File: src/rtl/uart_rx_param.sv
// uart_rx_param: parametrised UART receiver with an input synchroniser,
// start-bit glitch rejection, optional parity, 1 or 2 stop bits,
// parity/framing/overrun flags and a valid/ready output handshake.
module uart_rx_param #(
  parameter int CLK_FREQ   = 27000000,
  parameter int BAUD_LO    = 1200,
  parameter int BAUD_HI    = 2400,
  parameter int DATA_BITS  = 8,
  parameter int PARITY_EN  = 0,
  parameter int PARITY_ODD = 0,
  parameter int STOP_BITS  = 1
) (
  input  logic                 clk,
  input  logic                 rst_n,
  input  logic                 rx,
  input  logic                 baud_select,
  output logic [DATA_BITS-1:0] rx_data,
  output logic                 rx_valid,
  input  logic                 rx_ready,
  output logic                 parity_err,
  output logic                 frame_err,
  output logic                 overrun,
  output logic                 busy
);

  localparam int CNT_W = $clog2(CLK_FREQ / BAUD_LO + 1);
  localparam int IDX_W = $clog2(DATA_BITS);

  localparam logic [CNT_W-1:0] TPB_LO   = CNT_W'(CLK_FREQ / BAUD_LO);
  localparam logic [CNT_W-1:0] TPB_HI   = CNT_W'(CLK_FREQ / BAUD_HI);
  localparam logic [CNT_W-1:0] CNT_ONE  = CNT_W'(1);
  localparam logic [IDX_W-1:0] IDX_ONE  = IDX_W'(1);
  localparam logic [IDX_W-1:0] LAST_IDX = IDX_W'(DATA_BITS - 1);
  localparam logic LAST_STOP = (STOP_BITS == 2);
  localparam logic ODD       = (PARITY_ODD != 0);
  localparam logic HAS_PAR   = (PARITY_EN != 0);

  typedef enum logic [2:0] {
    S_IDLE,
    S_START,
    S_DATA,
    S_PARITY,
    S_STOP
  } state_t;

  state_t               state_q;
  logic [1:0]           sync_q;
  logic [CNT_W-1:0]     cnt_q;
  logic [CNT_W-1:0]     tpb_q;
  logic [IDX_W-1:0]     idx_q;
  logic                 stop_idx_q;
  logic [DATA_BITS-1:0] shift_q;
  logic                 perr_acc_q;
  logic                 ferr_acc_q;
  logic [DATA_BITS-1:0] data_q;
  logic                 rx_valid_q;
  logic                 parity_err_q;
  logic                 frame_err_q;
  logic                 overrun_q;

  logic rx_s;
  logic half_end;
  logic bit_end;
  logic par_bad;
  logic accept;

  // Two-flop synchroniser; resets to the idle-high line level.
  always_ff @(posedge clk or negedge rst_n) begin
    if (!rst_n) sync_q <= 2'b11;
    else        sync_q <= {sync_q[0], rx};
  end

  assign rx_s     = sync_q[1];
  // Mid-start-bit point, and end of a full bit period (mid-bit for data/stop).
  assign half_end = (cnt_q == (tpb_q >> 1) - CNT_ONE);
  assign bit_end  = (cnt_q == tpb_q - CNT_ONE);
  assign par_bad  = ((^shift_q) ^ rx_s) != ODD;
  // A finished frame may load when the output slot is free or being drained now.
  assign accept   = !rx_valid_q || rx_ready;

  // Frame FSM: bit timing, data assembly, flag generation and output handshake.
  always_ff @(posedge clk or negedge rst_n) begin
    if (!rst_n) begin
      state_q      <= S_IDLE;
      cnt_q        <= '0;
      tpb_q        <= TPB_LO;
      idx_q        <= '0;
      stop_idx_q   <= 1'b0;
      shift_q      <= '0;
      perr_acc_q   <= 1'b0;
      ferr_acc_q   <= 1'b0;
      data_q       <= '0;
      rx_valid_q   <= 1'b0;
      parity_err_q <= 1'b0;
      frame_err_q  <= 1'b0;
      overrun_q    <= 1'b0;
    end else begin
      overrun_q <= 1'b0;
      if (rx_valid_q && rx_ready) rx_valid_q <= 1'b0;
      case (state_q)
        S_IDLE: begin
          if (!rx_s) begin
            state_q <= S_START;
            cnt_q   <= '0;
            tpb_q   <= baud_select ? TPB_HI : TPB_LO;
          end
        end
        S_START: begin
          if (half_end) begin
            cnt_q   <= '0;
            idx_q   <= '0;
            // A start bit that is high again by mid-bit was a glitch.
            state_q <= rx_s ? S_IDLE : S_DATA;
          end else begin
            cnt_q <= cnt_q + CNT_ONE;
          end
        end
        S_DATA: begin
          if (bit_end) begin
            cnt_q          <= '0;
            shift_q[idx_q] <= rx_s;
            if (idx_q == LAST_IDX) begin
              state_q    <= HAS_PAR ? S_PARITY : S_STOP;
              perr_acc_q <= 1'b0;
              ferr_acc_q <= 1'b0;
              stop_idx_q <= 1'b0;
            end else begin
              idx_q <= idx_q + IDX_ONE;
            end
          end else begin
            cnt_q <= cnt_q + CNT_ONE;
          end
        end
        S_PARITY: begin
          if (bit_end) begin
            cnt_q      <= '0;
            perr_acc_q <= par_bad;
            state_q    <= S_STOP;
          end else begin
            cnt_q <= cnt_q + CNT_ONE;
          end
        end
        S_STOP: begin
          if (bit_end) begin
            cnt_q <= '0;
            if (stop_idx_q == LAST_STOP) begin
              // Leave at mid-stop so a closely following start edge is caught.
              state_q <= S_IDLE;
              if (accept) begin
                data_q       <= shift_q;
                parity_err_q <= perr_acc_q;
                frame_err_q  <= ferr_acc_q | ~rx_s;
                rx_valid_q   <= 1'b1;
              end else begin
                overrun_q <= 1'b1;
              end
            end else begin
              stop_idx_q <= 1'b1;
              ferr_acc_q <= ~rx_s;
            end
          end else begin
            cnt_q <= cnt_q + CNT_ONE;
          end
        end
        default: state_q <= S_IDLE;
      endcase
    end
  end

  assign rx_data    = data_q;
  assign rx_valid   = rx_valid_q;
  assign parity_err = parity_err_q;
  assign frame_err  = frame_err_q;
  assign overrun    = overrun_q;
  assign busy       = (state_q != S_IDLE);

endmodule

File: config.mk
export PLATFORM = sky130hd
export DESIGN_NAME = uart_rx_param
export DESIGN_NICKNAME = d
export VERILOG_FILES = /design/src/rtl/uart_rx_param.sv
export SDC_FILE = /design/constraint.sdc
export NUM_CORES = 1
export LEC_CHECK = 0
export CORE_MARGIN = 2
export CORE_UTILIZATION = 60
export CTS_CLUSTER_SIZE = 10
export DETAILED_ROUTE_END_ITERATION = 10
export MAX_ROUTING_LAYER = met4
export PLACE_DENSITY = 0.81
export SYNTH_ARGS = -nofsm -noshare
export SYNTH_HDL_FRONTEND = slang
export SYNTH_SLANG_ARGS = --single-unit
File: constraint.sdc
create_clock -name clk -period 5.9 [get_ports clk]
set_clock_uncertainty 0.15 [all_clocks]
set_input_delay 1.77 -clock clk [delete_from_list [all_inputs] [get_ports clk]]
set_output_delay 1.77 -clock clk [all_outputs]
set_load 0.1 [all_outputs]
==> Word-level counts from Yosys, hierarchy flattened <==
Cells that the tools add are included.
{ "op_classes": {"n_shift": 0, "n_reduce_logical": 21, "n_addsub": 4, "n_lt_le_gt_ge": 2, "div_mod_pow": 0, "mux": 40, "bitwise_logic": 4, "eq_ne": 16, "mul": 0} }
{ "ops": {"columns": ["cell", "n"], "rows": [
  ["$mux W15", 4],
  ["$pmux W15 S3", 1],
  ["$eq A15 B15 Y1", 2],
  ["$mux W3", 10],
  ["$ne A2 B2 Y1 const B", 9],
  ["$mux W1", 17],
  ["$reduce_and A4 Y1", 4],
  ["$add A15 B1 Y15 const B", 1],
  ["$pmux W3 S5", 1],
  ["$sub A14 B1 Y15 const B", 1],
  ["$sub A15 B1 Y15 const B", 1],
  ["$bwmux W8", 1],
  ["$reduce_xor A8 Y1", 1],
  ["$reduce_and A7 Y1", 1],
  ["$eq A3 B2 Y1 const B", 2],
  ["$eq A3 B3 Y1 const B", 2],
  ["$pmux W1 S2", 3],
  ["$pmux W3 S2", 1],
  ["$reduce_and A2 Y1", 3],
  ["$reduce_bool A2 Y1", 3],
  ["$reduce_bool A3 Y1", 2],
  ["$reduce_and A5 Y1", 1],
  ["$lt A3 B4 Y1 const B", 1],
  ["$add A3 B1 Y3 const B", 1],
  ["other kinds (12)", 14]
]} }
{ "totals": {"mem_count": 0, "latchBits": 0, "reg_bits": 61, "inputBits": 5, "rom_bits": 0, "wordCells": 101, "output_inout_bits": 13, "ram_bits": 0} }

==> Logic depth before layout (Yosys ltp) <==
{ "logic_depth": {"word_depth": 6, "mapped_depth": 10, "depth_no_buf": 8} }

==> Worst setup path after synthesis <==
OpenSTA, ideal clock, no wires.
{ "synth_timing": {"kind": "flip-flop to output port", "start": "register state_q[2]", "end": "output busy", "setup_slack_ns": 2.630, "required_time_ns": 3.980, "path_stages_with_launch": 3, "arrival_time_ns": 1.350, "n_path_buf": 1, "cell_sequence": "dfrtp_1 > clkbuf_1 > or3_1"} }
{ "synth_between": {"elab_chain_len": 1} }
{ "synth_lines": {"columns": ["item", "line", "text"], "rows": [
  ["start, declared", "46", "state_t state_q;"],
  ["start signal, assigned", "113", "state_q <= rx_s ? S_IDLE : S_DATA;"],
  ["start signal, assigned", "123", "state_q <= HAS_PAR ? S_PARITY : S_STOP;"],
  ["$reduce_bool A3 Y1", "175", "assign busy = (state_q != S_IDLE);"],
  ["end, declared", "23", "output logic busy"]
]} }
No other way between the ends.

==> Final worst setup path <==
Ends and elaborated chain as after synthesis.

==> metrics <==
Iter 0 DRT Violations 175; Clock transition at path regs 0.09 ns; Root Buffer clkbuf_8; area fraction of the dominant cell type after synthesis 43.4%; endpoints failing setup 0; port bufs 17; Rows 23; Post-Synthesis Cells 237; pins over their slew limit 0; number of remaining DRC errors 0; Post-CTS Setup Bufs 0; CTS Hold Bufs 0; critical path endpoint category output port; DR vias 1,876; final hold slack 0.215 ns; CTS Buffer Depth 2; synth warn 0; I/O pin total 18; pwr dens 205 nW/µm²; top_reg_cell synth dfrtp_1; final wirelength 4960 µm; largest area contributor in the synthesized netlist dfrtp_1; Die Span Y 69.0 µm; Syn Std Cell Area 2540 µm²; post-route antenna net violation count 0; vias in the first global route 1,805; distinct cell type count after synthesis 54; total core area 4030 µm²; post-layout util 70.0%; Max IR drop VDD 0.131 mV; Slew @ Worst Pin 1.03 ns; hpwl dp 3480 µm; Tot GR Track Use 22.9%; CTS Sinks 47; worst path arrival time 2.19 ns; initial antenna violation count 0; first-pass GRT wire length 8670 µm; CP startpoint kind flop; initial core utilization 63.0%; Worst slew margin 31.6%; asr flop ratio synth 100%; Required @ worst endpoint 3.98 ns; Die X 69.0 µm; synth-to-layout area growth 11.1%; number of flops mapped to enable cells by yosys 0; Tmin final 4.11 ns; average size of a mapped cell 10.7 µm²; Ant. Diodes 0; Fin Setup TNS 0 ns; largest cells by area after synthesis dfrtp_1, mux2_4, xnor2_1; register bit total from synthesis 47; TritonRoute pass-1 iters 4; H-Tree Depth 2; CTS tree done; fmax 243 MHz; global route total overflow 0; GPL Wtd Cong 0.845; share of cells above drive strength 1 14.3%; Clk Latency, worst-skew pair 0.29 ns; maximum fanout along the worst path 12; RSZ-0062 raised after global routing false; wire length per cell 16.5 µm; Die ar. 4760 µm²; Syn Nets 247; post_cts resized 0; critical path class reg2out; status complete, no violations; hold crit path type reg2reg; Pleak 1.24 nW; total CTS buffers 5; max-cap viol count 0; Final Hold Viols 0; maximum number of pins on one net before global-route repair 48; detailed-route vias per instance 6.23; Final #Nets 260; post-route clock period utilization 69.7%; post-synthesis sequential area ratio 46.5%
==> layout make-up <==
| class | count | area [µm²] |
|---|---|---|
| repair buffers | 18 | 173 |
| clock inverters | 3 | 43.8 |
| fillers | 308 | 1210 |
| inverters | 4 | 15.0 |
| clock buffers | 5 | 68.8 |
| flip-flops and latches | 47 | 1180 |
| well taps | 50 | 62.6 |
| multi-input cells | 174 | 1280 |
==> layer usage <==
metal | global-route usage (%) | vias up | wire length (µm)
li1 | - | 897 | -
met1 | 33.1 | 919 | 2460
met2 | 33.4 | 58 | 2260
met3 | 3.95 | 2 | 233
met4 | 6.54 | 0 | 17
met5 | - | - | 0
==> cell usage after synthesis (all sizes together), types with 2 or more instances <==
| library cell | count |
|---|---|
| a21oi | 2 |
| a22o | 2 |
| and3 | 5 |
| and3b | 2 |
| buf | 6 |
| clkbuf | 6 |
| dfrtp | 44 |
| dfstp | 3 |
| ha | 5 |
| inv | 4 |
| mux2 | 18 |
| nand2 | 21 |
| nand2b | 2 |
| nand3 | 11 |
| nand3b | 4 |
| nand4 | 3 |
| nor2 | 15 |
| nor2b | 3 |
| nor3 | 6 |
| nor3b | 4 |
| nor4b | 2 |
| o21a | 2 |
| o21ai | 16 |
| o221ai | 4 |
| o22ai | 8 |
| o2bb2ai | 2 |
| o31ai | 7 |
| or2 | 2 |
| xnor2 | 10 |
| xor2 | 4 |
==> critical path, cell delays in order (launching register included) <==
cell and delay (ns):
dfrtp_1 0.50, or3_1 0.42, clkdlybuf4s50_1 0.97
==> worst paths after layout <==
check | from | endpoint | slack, ns | cells after the start
setup / recovery | state_q[2] | busy | 1.79 | 2
max in group asynchronous | rst_n | tpb_q[13] | 3.46 | 1
hold reg to reg | sync_q[0] | sync_q[1] | 0.22 | 0
hold / removal | sync_q[0] | sync_q[1] | 0.22 | 0
min in group asynchronous | rst_n | rx_data[3] | 1.49 | 1
setup reg to reg | tpb_q[12] | rx_data[6] | 2.67 | 7
==> kinds of logic after synthesis <==
| logic type | Yosys count | synth area share [%] |
|---|---|---|
| and+or+nand+nor | 86 | 19.5 |
| AOI/OAI and AO/OA | 51 | 14.4 |
| DFF | 47 | 46.5 |
| muxes | 18 | 9.18 |
| buffers and inverters | 16 | 3.16 |
| xor gates and xnor gates | 14 | 4.83 |
| adders and majority gates | 5 | 2.47 |
==> placed cells by master, fill, tap and decap left out, types with 2 or more instances in the layout <==
master	instances
a21oi_1	2
a22o_1	2
and3_1	4
and3b_1	2
clkbuf_8	5
clkdlybuf4s50_1	16
dfrtp_1	44
dfstp_2	3
ha_1	5
inv_1	4
mux2_1	7
mux2_2	3
mux2_4	8
nand2_1	21
nand2b_1	2
nand3_1	11
nand3b_1	3
nand4_1	2
nor2_1	14
nor2b_1	3
nor3_1	5
nor3b_1	2
nor3b_2	2
nor4b_1	2
o21a_1	2
o21ai_0	12
o21ai_1	4
o221ai_1	4
o22ai_1	8
o2bb2ai_1	2
o31ai_1	7
or2_2	2
xnor2_1	10
xor2_1	4
==> sequential cells by signal (all words and copies together) (netlist names) <==
register,flops
overrun,1
shift_q,8
rx_data,8
parity_err,1
state_q,3
frame_err,1
sync_q,2
rx_valid,1
cnt_q,15
idx_q,3
perr_acc_q,1
ferr_acc_q,1
tpb_q,2
==> power breakdown <==
| group | switching, mW | leakage (nW) | internal [mW] | total (mW) |
|---|---|---|---|---|
| logic | 0.0104 | 0.551 | 0.00643 | 0.0168 |
| clock network | 0.109 | 0.0581 | 0.126 | 0.235 |
| registers | 0.00269 | 0.629 | 0.324 | 0.327 |
| total | 0.122 | 1.24 | 0.457 | 0.579 |
==> through the flow <==
stage | cells | setup WS [ns] | power, mW | area [µm²]
final | 301 | 1.79 | 0.579 | 2820
after global routing | 301 | 1.72 | 0.599 | 2820
after CTS | 301 | 1.79 | 0.583 | 2820
after detailed placement | 293 | 2.11 | 0.350 | 2710
after global placement | 293 | 2.13 | 0.350 | 2710
after floorplan | 237 | 2.63 | 0.340 | 2540
Power figures use the tool's default switching activity.
